[src/rtl/inst_fetch_stage.sv]
// inst_fetch_stage
//   IF stage of the pipelined MIPS core. Owns the PC, drives the instruction
//   memory read address (the memory has one cycle of read latency), tracks
//   which PC the returned word belongs to, and presents the IF/ID outputs.
//
// Ports
//   clk, rst_n          system clock, asynchronous active-low reset
//   start               level, 1 = program loaded, fetching allowed
//   stall               hold IF/ID contents and PC
//   flush               squash the next IF/ID output (valid -> 0)
//   branch_taken        redirect the PC to branch_target
//   branch_target       redirect byte address (bits [1:0] are dropped)
//   imem_read_address   combinational read address to instruction memory
//   imem_read_data      registered read data from instruction memory
//   if_id_instr         instruction to decode, 0 (NOP) when not valid
//   if_id_pc4           PC of if_id_instr plus 4
//   if_id_valid         if_id_instr is live
//   misalign_err        sticky: a redirect target was not word aligned
//   fetch_count         instructions accepted by decode (wraps)
//
// state | meaning
// IDLE  | program load in progress, read address parked at RESET_PC
// RUN   | fetching; pc_q is next address, out_pc_q is address of current word

module inst_fetch_stage #(
    parameter logic [31:0] RESET_PC = 32'h0000_0000,
    parameter int          CNT_W    = 16
) (
    input  logic             clk,
    input  logic             rst_n,
    input  logic             start,
    input  logic             stall,
    input  logic             flush,
    input  logic             branch_taken,
    input  logic [31:0]      branch_target,
    output logic [31:0]      imem_read_address,
    input  logic [31:0]      imem_read_data,
    output logic [31:0]      if_id_instr,
    output logic [31:0]      if_id_pc4,
    output logic             if_id_valid,
    output logic             misalign_err,
    output logic [CNT_W-1:0] fetch_count
);

    typedef enum logic {
        IDLE = 1'b0,
        RUN  = 1'b1
    } state_t;

    state_t             state_q, state_d;
    logic [31:0]        pc_q, pc_d;
    logic [31:0]        out_pc_q, out_pc_d;
    logic               valid_q, valid_d;
    logic               misalign_q, misalign_d;
    logic [CNT_W-1:0]   count_q, count_d;
    logic [31:0]        tgt;
    logic               accept;

    assign tgt    = {branch_target[31:2], 2'b00};
    assign accept = valid_q && !stall && !flush && !branch_taken;

    always_ff @(posedge clk or negedge rst_n) begin
        if (!rst_n) begin
            state_q    <= IDLE;
            pc_q       <= RESET_PC;
            out_pc_q   <= RESET_PC;
            valid_q    <= 1'b0;
            misalign_q <= 1'b0;
            count_q    <= '0;
        end else begin
            state_q    <= state_d;
            pc_q       <= pc_d;
            out_pc_q   <= out_pc_d;
            valid_q    <= valid_d;
            misalign_q <= misalign_d;
            count_q    <= count_d;
        end
    end

    always_comb begin
        state_d    = state_q;
        pc_d       = pc_q;
        out_pc_d   = out_pc_q;
        valid_d    = valid_q;
        misalign_d = misalign_q;
        count_d    = accept ? count_q + 1'b1 : count_q;

        case (state_q)
            IDLE: begin
                if (start) begin
                    // Memory samples RESET_PC on this edge, so the first word
                    // is live in the first RUN cycle.
                    state_d  = RUN;
                    out_pc_d = RESET_PC;
                    pc_d     = RESET_PC + 32'd4;
                    valid_d  = 1'b1;
                end else begin
                    pc_d    = RESET_PC;
                    valid_d = 1'b0;
                end
            end
            RUN: begin
                if (!start) begin
                    state_d  = IDLE;
                    pc_d     = RESET_PC;
                    out_pc_d = RESET_PC;
                    valid_d  = 1'b0;
                end else if (branch_taken) begin
                    out_pc_d = tgt;
                    pc_d     = tgt + 32'd4;
                    valid_d  = 1'b1;
                    if (branch_target[1:0] != 2'b00) begin
                        misalign_d = 1'b1;
                    end
                end else if (flush) begin
                    out_pc_d = pc_q;
                    pc_d     = pc_q + 32'd4;
                    valid_d  = 1'b0;
                end else if (stall) begin
                    // hold everything
                end else begin
                    out_pc_d = pc_q;
                    pc_d     = pc_q + 32'd4;
                    valid_d  = 1'b1;
                end
            end
            default: state_d = IDLE;
        endcase
    end

    always_comb begin
        imem_read_address = pc_q;
        if (state_q == IDLE) begin
            imem_read_address = RESET_PC;
        end else if (branch_taken) begin
            imem_read_address = tgt;
        end else if (stall) begin
            // Re-read the current word so imem_read_data stays put.
            imem_read_address = out_pc_q;
        end
    end

    assign if_id_instr  = valid_q ? imem_read_data : 32'h0;
    assign if_id_pc4    = out_pc_q + 32'd4;
    assign if_id_valid  = valid_q;
    assign misalign_err = misalign_q;
    assign fetch_count  = count_q;

endmodule

[config.mk]
export PLATFORM = sky130hd
export DESIGN_NAME = inst_fetch_stage
export DESIGN_NICKNAME = d
export VERILOG_FILES = /design/src/rtl/inst_fetch_stage.sv
export SDC_FILE = /design/constraint.sdc
export NUM_CORES = 1
export LEC_CHECK = 0
export ABC_AREA = 1
export BUFFER_PORTS_ARGS = -buffer_cell sky130_fd_sc_hd__buf_2
export CELL_PAD_IN_SITES_DETAIL_PLACEMENT = 1
export CELL_PAD_IN_SITES_GLOBAL_PLACEMENT = 2
export CORE_AREA = 5 5 193 120
export CTS_BUF_LIST = sky130_fd_sc_hd__clkbuf_2
export CTS_CLUSTER_DIAMETER = 200
export DETAILED_ROUTE_END_ITERATION = 8
export DIE_AREA = 0 0 198 125
export PLACE_DENSITY_LB_ADDON = 0.3
export SYNTH_ARGS = -nofsm -noshare
export SYNTH_HDL_FRONTEND = slang
export SYNTH_SLANG_ARGS = --single-unit
export TNS_END_PERCENT = 100
[constraint.sdc]
create_clock -name clk -period 2.4 [get_ports clk]
set_input_delay 0.24 -clock clk [delete_from_list [all_inputs] [get_ports clk]]
set_output_delay 0.24 -clock clk [all_outputs]
set_load 0.005 [all_outputs]
==> results of run 1 <==
## per-layer routing
layer	track usage	part of all wire	up-vias
met4	0.0348	0.0090	0
met1	0.356	0.52	3488
met2	0.308	0.41	186
met5	0	0	-
met3	0.0562	0.066	22
li1	-	-	3565
## power by group
group	internal, mW	switching, mW
combinational	0.330	0.575
clock	0.438	0.543
sequential	1.44	0.0822
## critical path: cells and delay by family, from the launching register on
family	cells	cell delay, ps
xor gates and xnor gates	1	180
buffers and inverters	3	300
DFF	1	450
and+or+nand+nor	4	460
adders and majority gates	1	210
## cells by family (layout without fill, tap and decap cells)
kind of cell / count (synthesis) / after routing / synth area share
buffers and inverters: 160 / 372 / 0.108
adder cells (fa/ha/maj): 3 / 3 / 0.00582
XOR/XNOR: 36 / 36 / 0.0489
AO/OA/AOI/OAI: 155 / 155 / 0.146
AND/OR/NAND/NOR: 540 / 540 / 0.377
flip-flops: 81 / 81 / 0.314
## worst min-delay path by stage
stage,to,slack (ps),cells past startpoint
detailed placement,fetch_count[3],250,1
global route,out_pc_q[6],20,5
global placement,fetch_count[3],260,1
CTS,pc_q[2],0.8,6
floorplan,fetch_count[0],-60,0
finish,pc_q[2],50,6
## through the flow
stage               cell area, sq um  TNS, ps  total power, mW   util  setup slack (ps)
floorplan                       6450        0             1.98      -               696
finish                          8320     -207             3.41  0.388             -42.6
global route                    8320    -4270             3.61  0.388              -297
global placement                7660        0             2.39  0.357               287
detailed placement              7660        0             2.40  0.357               299
CTS                             8120     -998             3.43  0.379              -116
## synth_stat cells, types with 2 or more instances
master,count
o221ai_1,28
nor2_1,58
nand2_2,38
xnor2_1,5
ha_1,3
nand3b_1,2
nand2_1,333
and2_1,2
or2_1,3
clkbuf_1,27
nor4_1,9
a22o_1,2
nand3_1,43
nor3_1,11
nand4_1,7
buf_6,3
nor3_2,2
inv_1,115
nor2_2,15
o21bai_1,2
buf_2,2
a21oi_1,12
buf_4,2
dfrtp_1,81
o22ai_1,30
nand2_4,5
buf_12,3
o21ai_0,75
nor2_4,6
o21ai_1,3
xor2_1,31
buf_1,5
## layout make-up
type	instances	area, sq um
fillers	2819	13100
multi-input cells	734	3910
flip-flops and latches	81	2030
repair buffers	241	1430
inverters	117	444
well taps	286	358
clock inverters	5	106
clock buffers	9	45.0
## repair_timing
action / in CTS / in global routing
endpoints found under the setup margin: 24 / 24
pin swaps: 4 / 8
buffers inserted: 8 / 13
endpoints found under the hold margin: 91 / 0
gates resized for setup: 25 / 20
hold buffers: 16 / 0
## sequential cells by signal, summed over array words and instances, names as in the netlist
register and cells:
out_pc_q 32, pc_q 30, fetch_count 16, if_id_valid 1, misalign_err 1, state_q 1
==> metrics, run 1 <==
CP Class reg2out; ys flop type dfrtp_1; pwr/cell area around 410 nW/um^2; hold_sp branch_target[2]; crit path cell chain ha_2 -> inv_2 -> nor3_4 -> nand2_2 -> nor2_4 -> buf_6 -> nand4_1 -> xor2_1 -> buf_2; headroom to the max-slew limit 0.535; TritonRoute pass-1 iters 5; grt ovf 0; post-synthesis async set-or-reset flop share 1.00; post-DP HPWL between 20000 and 25000 microns; crit path to if_id_pc4[24]; worst r2r path cells 12; drt wl/cell around 19 microns; static leakage 4.38 nW; Reg clk slew, reported paths about 280 ps; initial core utilization 0.301; CORE AREA roughly 21000 sq um; setup violators final 7; initial antenna violation count 0; Port Buffers between 150 and 200; Critical R2R Launch pc_q[2]; die area approximately 25000 sq um; Fin Hold WS around 52 ps; CTS H-tree lvls 3; Final Non-Filler Cells 1473; failing checks negative setup slack; Yosys cell types between 40 and 50; vias per cell approximately 4.9; Worst setup EP type primary output; largest net degree at the start of global routing 38; nature of the critical path startpoint flop; CTS tree built; r2r endpoint pc_q[28]; Max FO, Critical Path 3; Fin. Hold Viols 0; setup skew after layout 56.5 ps; Yosys warning count 0; Max IR drop VDD 227 uV; Syn Nets ~1.0k; Post-synth EDFFs 0; Max Fclk 0.409 GHz; placed instance count between 1k and 1.5k; Die H around 130 microns; Hold Crit Class in2reg; Clock Latency Late Sink between 600 and 700 ps; vias in the first global route just over 7k; Boundary Pins approximately 180; cells after synthesis between 900 and 1k; layout cell share with drive strength beyond 1 0.290; fin crit share 1.02; crit path from out_pc_q[3]; WL final between 20000 and 30000 microns; Avg Inst Size Synth ~6.6 sq um; Layout area overhead 29.0%; Synth area leader dfrtp_1; Longest Clk Path Bufs 2; worst setup margin -42.6 ps; CP arrival about 2200 ps; synthesized cell area approximately 6500 sq um; commonest non-fill, non-tap cell in the layout nand2_1; sequential area share after synthesis 0.314; commonest cells after routing, fill and taps aside 330 x nand2_1, 182 x buf_2, 110 x inv_1; slowest CP cell dfrtp_1; post-route ant nets 0; Total Nets Final 1257; drt drc 0; total number of vias a little over 7k; Worst EP required around 2200 ps; Seq cells post-synth just over 80; Clock Tree Root clkbuf_2; Slew Limit Fails 0; post-route minimum period ~2400 ps; unrepaired setup endpoints after global routing true; Placer Congestion 0.915; top-area cell type share of the netlist area 0.314; standard-cell rows 42; Max Cap Viol 0; CTS buffer count 9; CTS sink cnt slightly above 80; reg2reg setup slack about 380 ps; Antenna Cells 0; first-pass GRT wire length 43000 microns; outcome finished, violations left; Tightest Pin Transition 697 ps; ranking of synthesized cells by area dfrtp_1 31%, nand2_1 19%, inv_1 6.7%; GRT Overall Usage 0.224; Starting DRT DRC Count 574; Horiz. Die Dim 198 microns; max incr delay on CP about 450 ps
No activity file was read; power rests on OpenSTA's default activity.
==> run 2, diff against run 1 <==
--- a/config.mk
+++ b/config.mk
@@ -5,15 +5,15 @@
 export SDC_FILE = /design/constraint.sdc
 export NUM_CORES = 1
 export LEC_CHECK = 0
-export ABC_AREA = 1
+export ABC_AREA = 0
 export BUFFER_PORTS_ARGS = -buffer_cell sky130_fd_sc_hd__buf_2
 export CELL_PAD_IN_SITES_DETAIL_PLACEMENT = 1
 export CELL_PAD_IN_SITES_GLOBAL_PLACEMENT = 2
-export CORE_AREA = 5 5 193 120
+export CORE_AREA = 5 5 187 117
 export CTS_BUF_LIST = sky130_fd_sc_hd__clkbuf_2
 export CTS_CLUSTER_DIAMETER = 200
 export DETAILED_ROUTE_END_ITERATION = 8
-export DIE_AREA = 0 0 198 125
+export DIE_AREA = 0 0 192 122
 export PLACE_DENSITY_LB_ADDON = 0.3
 export SYNTH_ARGS = -nofsm -noshare
 export SYNTH_HDL_FRONTEND = slang
==> metrics, run 2 <==
Critical R2R Launch pc_q[2]; post-synthesis mux area share 0.0724; total number of vias around 7k; outcome finished, violations left; synthesized cell area roughly 6400 sq um; hold_sp branch_target[30]; Longest Clk Path Bufs 2; Synth Area in XOR/XNOR 0.109; initial core utilization 0.317; r2r endpoint pc_q[27]; Horiz. Die Dim 192 microns; commonest cells after routing, fill and taps aside 181 x buf_2, 132 x nand2_1, 78 x buf_4; Synth area leader dfrtp_1; setup violators final 20; Seq cells post-synth 81; failing checks negative setup slack; post-synthesis async set-or-reset flop share 1.00; standard-cell rows 41; largest family of logic cells by synthesized area simple AND/OR/NAND/NOR gates; Max IR drop VDD 170 uV; Clock Tree Root clkbuf_2; fin util 0.427; Worst Hold Path EP out_pc_q[30]; Post-synth EDFFs 0; setup skew after layout 45.1 ps; unrepaired setup endpoints after global routing true; GRT Overall Usage 0.235; number of flip-flops in the largest register 32; Final Non-Filler Cells approximately 1.3k; cells after synthesis 795; ranking of synthesized cells by area dfrtp_1 32%, xnor2_1 7.9%, nand2_1 7.9%; drt drc 0; Storage cell area 2040 sq um; TritonRoute pass-1 iters 5; WL final 28300 microns; layout cell share with drive strength beyond 1 0.321; Max Fclk 0.367 GHz; largest net degree at the start of global routing 64; top-count cell post-synth nand2_1; drt wl/cell about 22 microns; Fin. Hold Viols 0; top-area cell type share of the netlist area 0.315; Syn Nets around 870; first-pass GRT wire length between 40000 and 50000 microns; grt ovf 0; nature of the critical path startpoint flop; Yosys warning count 0; Hold Crit Class in2reg; static leakage 4.04 nW; Port Buffers approximately 180; Layout area overhead 34.6%; CTS tree built; Design Area, Final between 8000 and 9000 sq um; worst setup margin -322 ps; Worst EP required approximately 2200 ps; CTS buffer count 9; Tightest Pin Transition between 600 and 700 ps; worst r2r path cells 7; post-DP HPWL 21800 microns; CORE AREA ~20000 sq um; post-route minimum period approximately 2700 ps; complex-gate fraction of the synthesized area 0.139; register bank with the most flops out_pc_q; Total Nets Final approximately 1.1k; Avg Inst Size Synth approximately 8.1 sq um; die area about 23000 sq um; CTS H-tree lvls 3; Clock Latency Late Sink roughly 600 ps; Slew Limit Fails 0; Max Cap Viol 0; commonest non-fill, non-tap cell in the layout buf_2; adder-cell share of the synthesized area 0.00584; vias in the first global route between 6k and 7k; Boundary Pins between 150 and 200; vias per cell around 5.3; Die H roughly 120 microns; fin crit share 1.13; ys flop type dfrtp_1; CP Class reg2out; post-route ant nets 0; Placer Congestion just under 0.9; Worst Hold Depth 3; initial antenna violation count 0; CTS sink cnt 81; pre-CTS WS 88.5 ps; Fillers approximately 2.5k; reg2reg setup slack 170 ps; Starting DRT DRC Count 590; Synth Area in Simple Gates 0.314; Reg clk slew, reported paths ~280 ps; synth cell count leaders 135 x nand2_1, 81 x dfrtp_1, 74 x nand3_1, 58 x xnor2_1; placed instance count 1267; Max FO, Critical Path 3; headroom to the max-slew limit 0.589; area of the multi-input gates 4340 sq um; CP arrival 2480 ps; sequential area share after synthesis 0.315; Antenna Cells 0; Yosys cell types 56; pwr/cell area approximately 380 nW/um^2; DP Area slightly above 8000 sq um; Worst setup EP type primary output
-- run 2: logic make-up after synthesis --
logic type / after synthesis
buffers and inverters: 68
xor gates and xnor gates: 80
and+or+nand+nor: 394
adders and majority gates: 3
AOI/OAI and AO/OA: 123
muxes: 46
DFF: 81
-- run 2: what timing repair did --
item / in CTS / in global routing
pin swaps: 13 / 7
hold buffers: 19 / 0
resized for setup: 23 / 24
endpoints found under the setup margin: 19 / 26
endpoints found under the hold margin: 98 / 0
buffers inserted: 13 / 1
-- run 2: final cells by class --
cell class / count / share of cell area
clock buffers: 10 / 0.00579
multi-input cells: 646 / 0.502
repair buffers: 284 / 0.207
clock inverters: 6 / 0.00521
flip-flops and latches: 81 / 0.236
well taps: 279 / 0.0404
inverters: 9 / 0.00391
-- run 2: worst max-delay path, stage by stage, from the launching register on --
cell and delay [ps]:
dfrtp_1 420, ha_2 180, and4_1 200, nor3b_2 190
buf_4 150, and3_4 220, nand2_4 90, nor2_4 110
xor2_1 160, buf_2 150
-- run 2: through the flow --
stage	setup TNS [ps]	hold WS, ps	total power [mW]
2_1_floorplan	0	-55.6	2.03
5_1_grt	-6580	21.2	3.44
3_3_place_gp	0	262	2.52
3_5_place_dp	0	255	2.53
4_1_cts	-3970	1.23	3.28
6_report	-3260	62.3	3.28
-- run 2: worst max path at each step --
stage,from,endpoint,slack [ps],cells past startpoint
3_3_place_gp,branch_taken,pc_q[31],150,9
3_5_place_dp,branch_taken,pc_q[27],90,8
2_1_floorplan,branch_taken,pc_q[28],9,13
4_1_cts,out_pc_q[2],if_id_pc4[30],-310,9
6_report,out_pc_q[2],if_id_pc4[30],-320,9
5_1_grt,out_pc_q[2],if_id_pc4[30],-480,9
-- run 2: power by group --
part / switching [mW] / internal, mW
Sequential: 0.119 / 1.45
Clock: 0.578 / 0.142
Combinational: 0.555 / 0.437
Total: 1.25 / 2.03
-- run 2: routing by layer --
| metal | routed length [microns] | share of wire | vias up | global-route usage |
|---|---|---|---|---|
| met5 | 0 | 0 | - | 0 |
| met4 | 129 | 0.0046 | 0 | 0.0298 |
| met3 | 2320 | 0.082 | 7 | 0.0536 |
| met2 | 11000 | 0.39 | 248 | 0.323 |
| met1 | 14900 | 0.53 | 3435 | 0.377 |
| li1 | - | - | 3282 | - |
